--- src/rtl/median_mem_reader_pkg.sv ---
// Shared definitions for the median memory readout block: FSM state
// encoding, default frame geometry, address width and the bit-insert helper.
package median_mem_reader_pkg;

  localparam int ADDR_W         = 8;
  localparam int DEF_IMG_WIDTH  = 80;
  localparam int DEF_IMG_HEIGHT = 60;
  localparam int ACT_CNT_W      = 13;

  typedef enum logic [2:0] {
    IDLE  = 3'd0,
    FETCH = 3'd1,
    PACK  = 3'd2,
    SEND  = 3'd3,
    DONE  = 3'd4
  } state_t;

  // Return v with bit idx replaced by b.
  function automatic logic [7:0] set_bit(input logic [7:0] v,
                                         input logic [2:0] idx,
                                         input logic       b);
    logic [7:0] r;
    r      = v;
    r[idx] = b;
    return r;
  endfunction

endpackage

--- src/rtl/median_mem_reader_addr_gen.sv ---
// raster_addr_gen: raster-order x/y pixel counter. 'clear' rewinds to (0,0),
// 'advance' steps one pixel (x wraps to 0 with y+1). 'last' flags the final
// pixel of the frame.
module raster_addr_gen
  import median_mem_reader_pkg::*;
#(
  parameter int IMG_WIDTH  = DEF_IMG_WIDTH,
  parameter int IMG_HEIGHT = DEF_IMG_HEIGHT
) (
  input  logic              clk,
  input  logic              reset,
  input  logic              clear,
  input  logic              advance,
  output logic [ADDR_W-1:0] x,
  output logic [ADDR_W-1:0] y,
  output logic              last
);

  localparam logic [ADDR_W-1:0] X_LAST = ADDR_W'(IMG_WIDTH - 1);
  localparam logic [ADDR_W-1:0] Y_LAST = ADDR_W'(IMG_HEIGHT - 1);

  assign last = (x == X_LAST) && (y == Y_LAST);

  // Raster counter: x runs fastest, y steps on x wrap, whole frame wraps.
  always_ff @(posedge clk) begin
    if (reset || clear) begin
      x <= '0;
      y <= '0;
    end else if (advance) begin
      if (x == X_LAST) begin
        x <= '0;
        y <= (y == Y_LAST) ? '0 : y + ADDR_W'(1);
      end else begin
        x <= x + ADDR_W'(1);
      end
    end
  end

endmodule

--- src/rtl/median_mem_reader.sv ---
// median_mem_reader: on a trigger pulse, reads a whole binary frame from the
// median memory in raster order, packs 8 pixels per byte (first pixel in
// bit 0) and hands bytes downstream over a valid/ready handshake.
// Optional build macro ACTIVE_COUNT_EN adds output activeCount, the number
// of '1' pixels read in the current/last frame.
module median_mem_reader
  import median_mem_reader_pkg::*;
#(
  parameter int IMG_WIDTH  = DEF_IMG_WIDTH,
  parameter int IMG_HEIGHT = DEF_IMG_HEIGHT
) (
  input  logic              clk,
  input  logic              reset,
  input  logic              start,
  input  logic              trigger,
  output logic [ADDR_W-1:0] xAddressOut,
  output logic [ADDR_W-1:0] yAddressOut,
  input  logic              medianDataIn,
  output logic [7:0]        byteOut,
  output logic              byteValid,
  input  logic              byteReady,
  output logic              busy,
  output logic              readoutDone
`ifdef ACTIVE_COUNT_EN
  ,
  output logic [ACT_CNT_W-1:0] activeCount
`endif
);

  state_t            state;
  logic [2:0]        bit_cnt;
  logic [7:0]        shreg;
  logic              last_px;
  logic              kill;
  logic              trig_accept;
  logic [ADDR_W-1:0] gen_x;
  logic [ADDR_W-1:0] gen_y;
  logic              gen_last;

  // Dropping 'start' behaves exactly like reset.
  assign kill        = reset || !start;
  assign trig_accept = (state == IDLE) && trigger;

  // The generator steps past each pixel as it is fetched, so it already
  // holds the next address by the time PACK or SEND hand it to the outputs.
  raster_addr_gen #(
    .IMG_WIDTH (IMG_WIDTH),
    .IMG_HEIGHT(IMG_HEIGHT)
  ) u_addr_gen (
    .clk    (clk),
    .reset  (kill),
    .clear  (trig_accept),
    .advance(state == FETCH),
    .x      (gen_x),
    .y      (gen_y),
    .last   (gen_last)
  );

  // Readout FSM with registered outputs; addresses only change on entry to FETCH.
  always_ff @(posedge clk) begin
    if (kill) begin
      state       <= IDLE;
      xAddressOut <= '0;
      yAddressOut <= '0;
      byteOut     <= '0;
      byteValid   <= 1'b0;
      busy        <= 1'b0;
      readoutDone <= 1'b0;
      bit_cnt     <= '0;
      shreg       <= '0;
      last_px     <= 1'b0;
    end else begin
      readoutDone <= 1'b0;
      case (state)
        IDLE: begin
          if (trigger) begin
            xAddressOut <= '0;
            yAddressOut <= '0;
            bit_cnt     <= '0;
            shreg       <= '0;
            busy        <= 1'b1;
            state       <= FETCH;
          end
        end
        FETCH: begin
          // Remember whether this is the frame's final pixel.
          last_px <= gen_last;
          state   <= PACK;
        end
        PACK: begin
          bit_cnt <= bit_cnt + 3'd1;
          if (bit_cnt == 3'd7) begin
            byteOut   <= set_bit(shreg, bit_cnt, medianDataIn);
            byteValid <= 1'b1;
            state     <= SEND;
          end else begin
            shreg       <= set_bit(shreg, bit_cnt, medianDataIn);
            xAddressOut <= gen_x;
            yAddressOut <= gen_y;
            state       <= FETCH;
          end
        end
        SEND: begin
          if (byteReady) begin
            byteValid <= 1'b0;
            shreg     <= '0;
            if (last_px) begin
              busy        <= 1'b0;
              readoutDone <= 1'b1;
              state       <= DONE;
            end else begin
              xAddressOut <= gen_x;
              yAddressOut <= gen_y;
              state       <= FETCH;
            end
          end
        end
        DONE: begin
          state <= IDLE;
        end
        default: begin
          state <= IDLE;
        end
      endcase
    end
  end

`ifdef ACTIVE_COUNT_EN
  // Count set pixels as they are packed; held from readoutDone until the next trigger.
  always_ff @(posedge clk) begin
    if (kill || trig_accept) begin
      activeCount <= '0;
    end else if (state == PACK && medianDataIn) begin
      activeCount <= activeCount + ACT_CNT_W'(1);
    end
  end
`endif

endmodule

--- config.mk ---
export PLATFORM = sky130hd
export DESIGN_NAME = median_mem_reader
export DESIGN_NICKNAME = d
export VERILOG_FILES = /design/src/rtl/median_mem_reader_pkg.sv /design/src/rtl/median_mem_reader_addr_gen.sv /design/src/rtl/median_mem_reader.sv
export SDC_FILE = /design/constraint.sdc
export NUM_CORES = 1
export LEC_CHECK = 0
export ABC_AREA = 1
export ABC_CLOCK_PERIOD_IN_PS = 1900
export CAP_MARGIN = 20
export CORE_AREA = 2 2 93 68
export CTS_CLUSTER_SIZE = 25
export DETAILED_ROUTE_END_ITERATION = 6
export DIE_AREA = 0 0 95 70
export PLACE_DENSITY = 0.7
export SLEW_MARGIN = 20
export SYNTH_ARGS = -nofsm -noshare
export SYNTH_HDL_FRONTEND = slang
export SYNTH_SLANG_ARGS = --single-unit
--- constraint.sdc ---
create_clock -name clk -period 1.9 [get_ports clk]
set_clock_uncertainty 0.1 [all_clocks]
set_input_delay 0.38 -clock clk [delete_from_list [all_inputs] [get_ports clk]]
set_output_delay 0.38 -clock clk [all_outputs]
set_load 0.02 [all_outputs]
==> impl_metrics.env <==
export IMPL_synth_edf_count=0
export IMPL_wl_um=6550
export IMPL_cts_buffers=9
export IMPL_port_buffers=32
export IMPL_ys_flop_type="dfxtp_1"
export IMPL_hpwl_um=4890
export IMPL_leakagePower_nw=1.47
export IMPL_drc=0
export IMPL_drv_slew=0
export IMPL_critPathSlowestCell="clkdlybuf4s50_1"
export IMPL_core_area_um2=5920
export IMPL_start_kind="register"
export IMPL_final_util_pct=58.9
export IMPL_grtUsageTotal_pct=21.6
export IMPL_yosysSeqAreaShare_pct=41.6
export IMPL_tns_ns=0
export IMPL_drtIter0Drc=241
export IMPL_via_count=2695
export IMPL_ant_nets=0
export IMPL_cts_resized_gates=0
export IMPL_endpoint_kind="output pin"
export IMPL_layoutNonFillerInstCount=555
export IMPL_cts_tree="done"
export IMPL_die_h_um=70
export IMPL_synth_cell_types=23
export IMPL_area_delta_synth_final_pct=25.0
export IMPL_crit_type="register to output pin"
export IMPL_viasPerCell=4.86
export IMPL_first_pass_iters=5
export IMPL_crit_chain="clkdlybuf4s50_1"
export IMPL_ys_async_sr_fraction_pct=0
export IMPL_wl_per_cell_um=11.8
export IMPL_max_stage_delay_ns=0.62
export IMPL_globalplace_congestion=0.883
export IMPL_hold_class="register to register"
export IMPL_dp_cells=537
export IMPL_antenna_found_initial=0
export IMPL_yosysWarnings=0
export IMPL_cap_violations=0
export IMPL_finalSetupViolCount=0
export IMPL_total_power_mw=2.68
export IMPL_grt_max_degree=18
export IMPL_hold_violations=0
export IMPL_critPathArrivalTime_ns=1.33
export IMPL_max_slew_margin_pct=67.0
export IMPL_max_vdd_ir_drop_mv=0.427
export IMPL_antennaDiodeCount=0
export IMPL_start_util_pct=47.1
export IMPL_design_die_area_um2=6650
export IMPL_nNetsFinal=482
export IMPL_outcome="completed"
export IMPL_first_global_vias=2345
export IMPL_die_w_um=95
export IMPL_clk_path_buf_depth=2
export IMPL_htreeDepth=3
export IMPL_rsz0062_at_grt="true"
export IMPL_path_clk_slew_ns=0.07
export IMPL_period_share_pct=95.0
export IMPL_root_buffer="clkbuf_8"
export IMPL_drive_gt1_share_pct=8.81
export IMPL_syn_nets=435
export IMPL_insertion_delay_ns=0.34
export IMPL_num_rows=24
export IMPL_critical_path_max_fanout=2
export IMPL_critical_path_top_delay_family="buffers and inverters"
export IMPL_clkSinkCount=58
export IMPL_pin_count=33
export IMPL_powerDensity_nw_per_um2=770
export IMPL_final_min_clock_period_ns=1.81
export IMPL_syn_cell_area_um2=2790
export IMPL_grt_pass1_wl_um=11100
export IMPL_critPathBufInv=1
export IMPL_cp_required_ns=1.42
export IMPL_synthCells=425
export IMPL_fmax_mhz=554
export IMPL_synth_avg_cell_area_um2=6.56
export IMPL_tightest_slew_ns=0.493
export IMPL_fillCellCount=579
export IMPL_synth_seq_cells=58
export IMPL_grt_overflow=0
## cell usage in the layout (no fill, tap or decap), drive strengths merged
cell | Yosys | layout
a211oi | 1 | 1
a21oi | 20 | 20
buf | 8 | 14
bufinv | 0 | 1
clkbuf | 2 | 10
clkdlybuf4s50 | 0 | 32
clkinv | 2 | 4
clkinvlp | 0 | 3
dfxtp | 58 | 58
ha | 4 | 4
inv | 33 | 33
nand2 | 134 | 134
nand3 | 43 | 43
nand4 | 2 | 2
nor2 | 90 | 90
nor3 | 4 | 4
o21ai | 22 | 22
or2 | 1 | 1
xnor2 | 1 | 1
## Yosys cell counts (all sizes together) (2+ instances only)
| cell | count | area share (%) |
|---|---|---|
| nor3 | 4 | 0.72 |
| a21oi | 20 | 3.6 |
| nand3 | 43 | 7.9 |
| clkbuf | 2 | 0.27 |
| ha | 4 | 1.8 |
| nand4 | 2 | 0.45 |
| inv | 33 | 4.4 |
| o21ai | 22 | 3.9 |
| nand2 | 134 | 18 |
| dfxtp | 58 | 42 |
| buf | 8 | 2.2 |
| clkinv | 2 | 0.27 |
| nor2 | 90 | 14 |
## metrics by stage
stage | hold WS (ns) | setup WS [ns] | cell area (um2)
floorplan | 0.354 | 0.279 | 2790
global placement | 0.362 | 0.0649 | 3240
detailed placement | 0.374 | 0.0327 | 3240
CTS | 0.386 | 0.0842 | 3450
global route | 0.408 | -0.00229 | 3490
finish | 0.383 | 0.0945 | 3490
## cell families after synthesis
family	synth area share (%)
AND/OR/NAND/NOR	41.2
AO/OA/AOI/OAI	7.81
flip-flops	41.6
XOR/XNOR	0.314
adder cells (fa/ha/maj)	1.79
buffers and inverters	7.22
## routing by layer
| layer | wire length (um) | track usage [%] | vias to the layer above |
|---|---|---|---|
| met5 | 0 | 0 | - |
| met4 | 57 | 7.41 | 0 |
| met3 | 498 | 6.58 | 7 |
| met2 | 2540 | 27.9 | 87 |
| met1 | 3460 | 33.3 | 1158 |
| li1 | - | - | 1443 |
## registers in the layout, summed over array words and instances, names as in the netlist
register	cells
bit_cnt	3
busy	1
byteOut	8
byteValid	1
last_px	1
readoutDone	1
shreg	8
state	3
u_addr_gen.x	8
u_addr_gen.y	8
xAddressOut	8
yAddressOut	8
## final timing paths
check                 start             end  slack [ns]  depth (start not counted)
min          xAddressOut[3]  xAddressOut[3]        0.38                          2
max reg2reg      bit_cnt[0]      byteOut[1]        0.17                          7
max          xAddressOut[2]  xAddressOut[2]        0.09                          1
min reg2reg  xAddressOut[3]  xAddressOut[3]        0.38                          2
## worst register-to-register path: stages (launching register included)
cell	delay [ns]
dfxtp_1	0.37
ha_1	0.23
ha_1	0.17
nand3_1	0.11
buf_4	0.21
inv_1	0.16
o21ai_0	0.20
nor2_1	0.08
## area by class of cell
| type | instances | area (um2) | share of cell area (%) |
|---|---|---|---|
| Clock buffer | 10 | 138 | 3.95 |
| Clock inverter | 6 | 66.3 | 1.90 |
| Inverter | 35 | 131 | 3.77 |
| Multi-Input combinational cell | 322 | 1430 | 41.0 |
| Sequential cell | 58 | 1160 | 33.3 |
| Tap cell | 78 | 97.6 | 2.80 |
| Timing Repair Buffer | 46 | 463 | 13.3 |
## report_power, final
group | internal (mW) | switching [mW] | leakage [nW]
Clock | 0.640 | 0.518 | 0.0945
Sequential | 1.24 | 0.0156 | 0.470
Combinational | 0.114 | 0.156 | 0.908
## what timing repair did
| action | CTS | global route |
|---|---|---|
| hold buffers | 0 | 0 |
| buffers inserted | 0 | 2 |
| setup endpoints to repair | 0 | 20 |
Note: power is estimated with default switching activity, not from simulation.
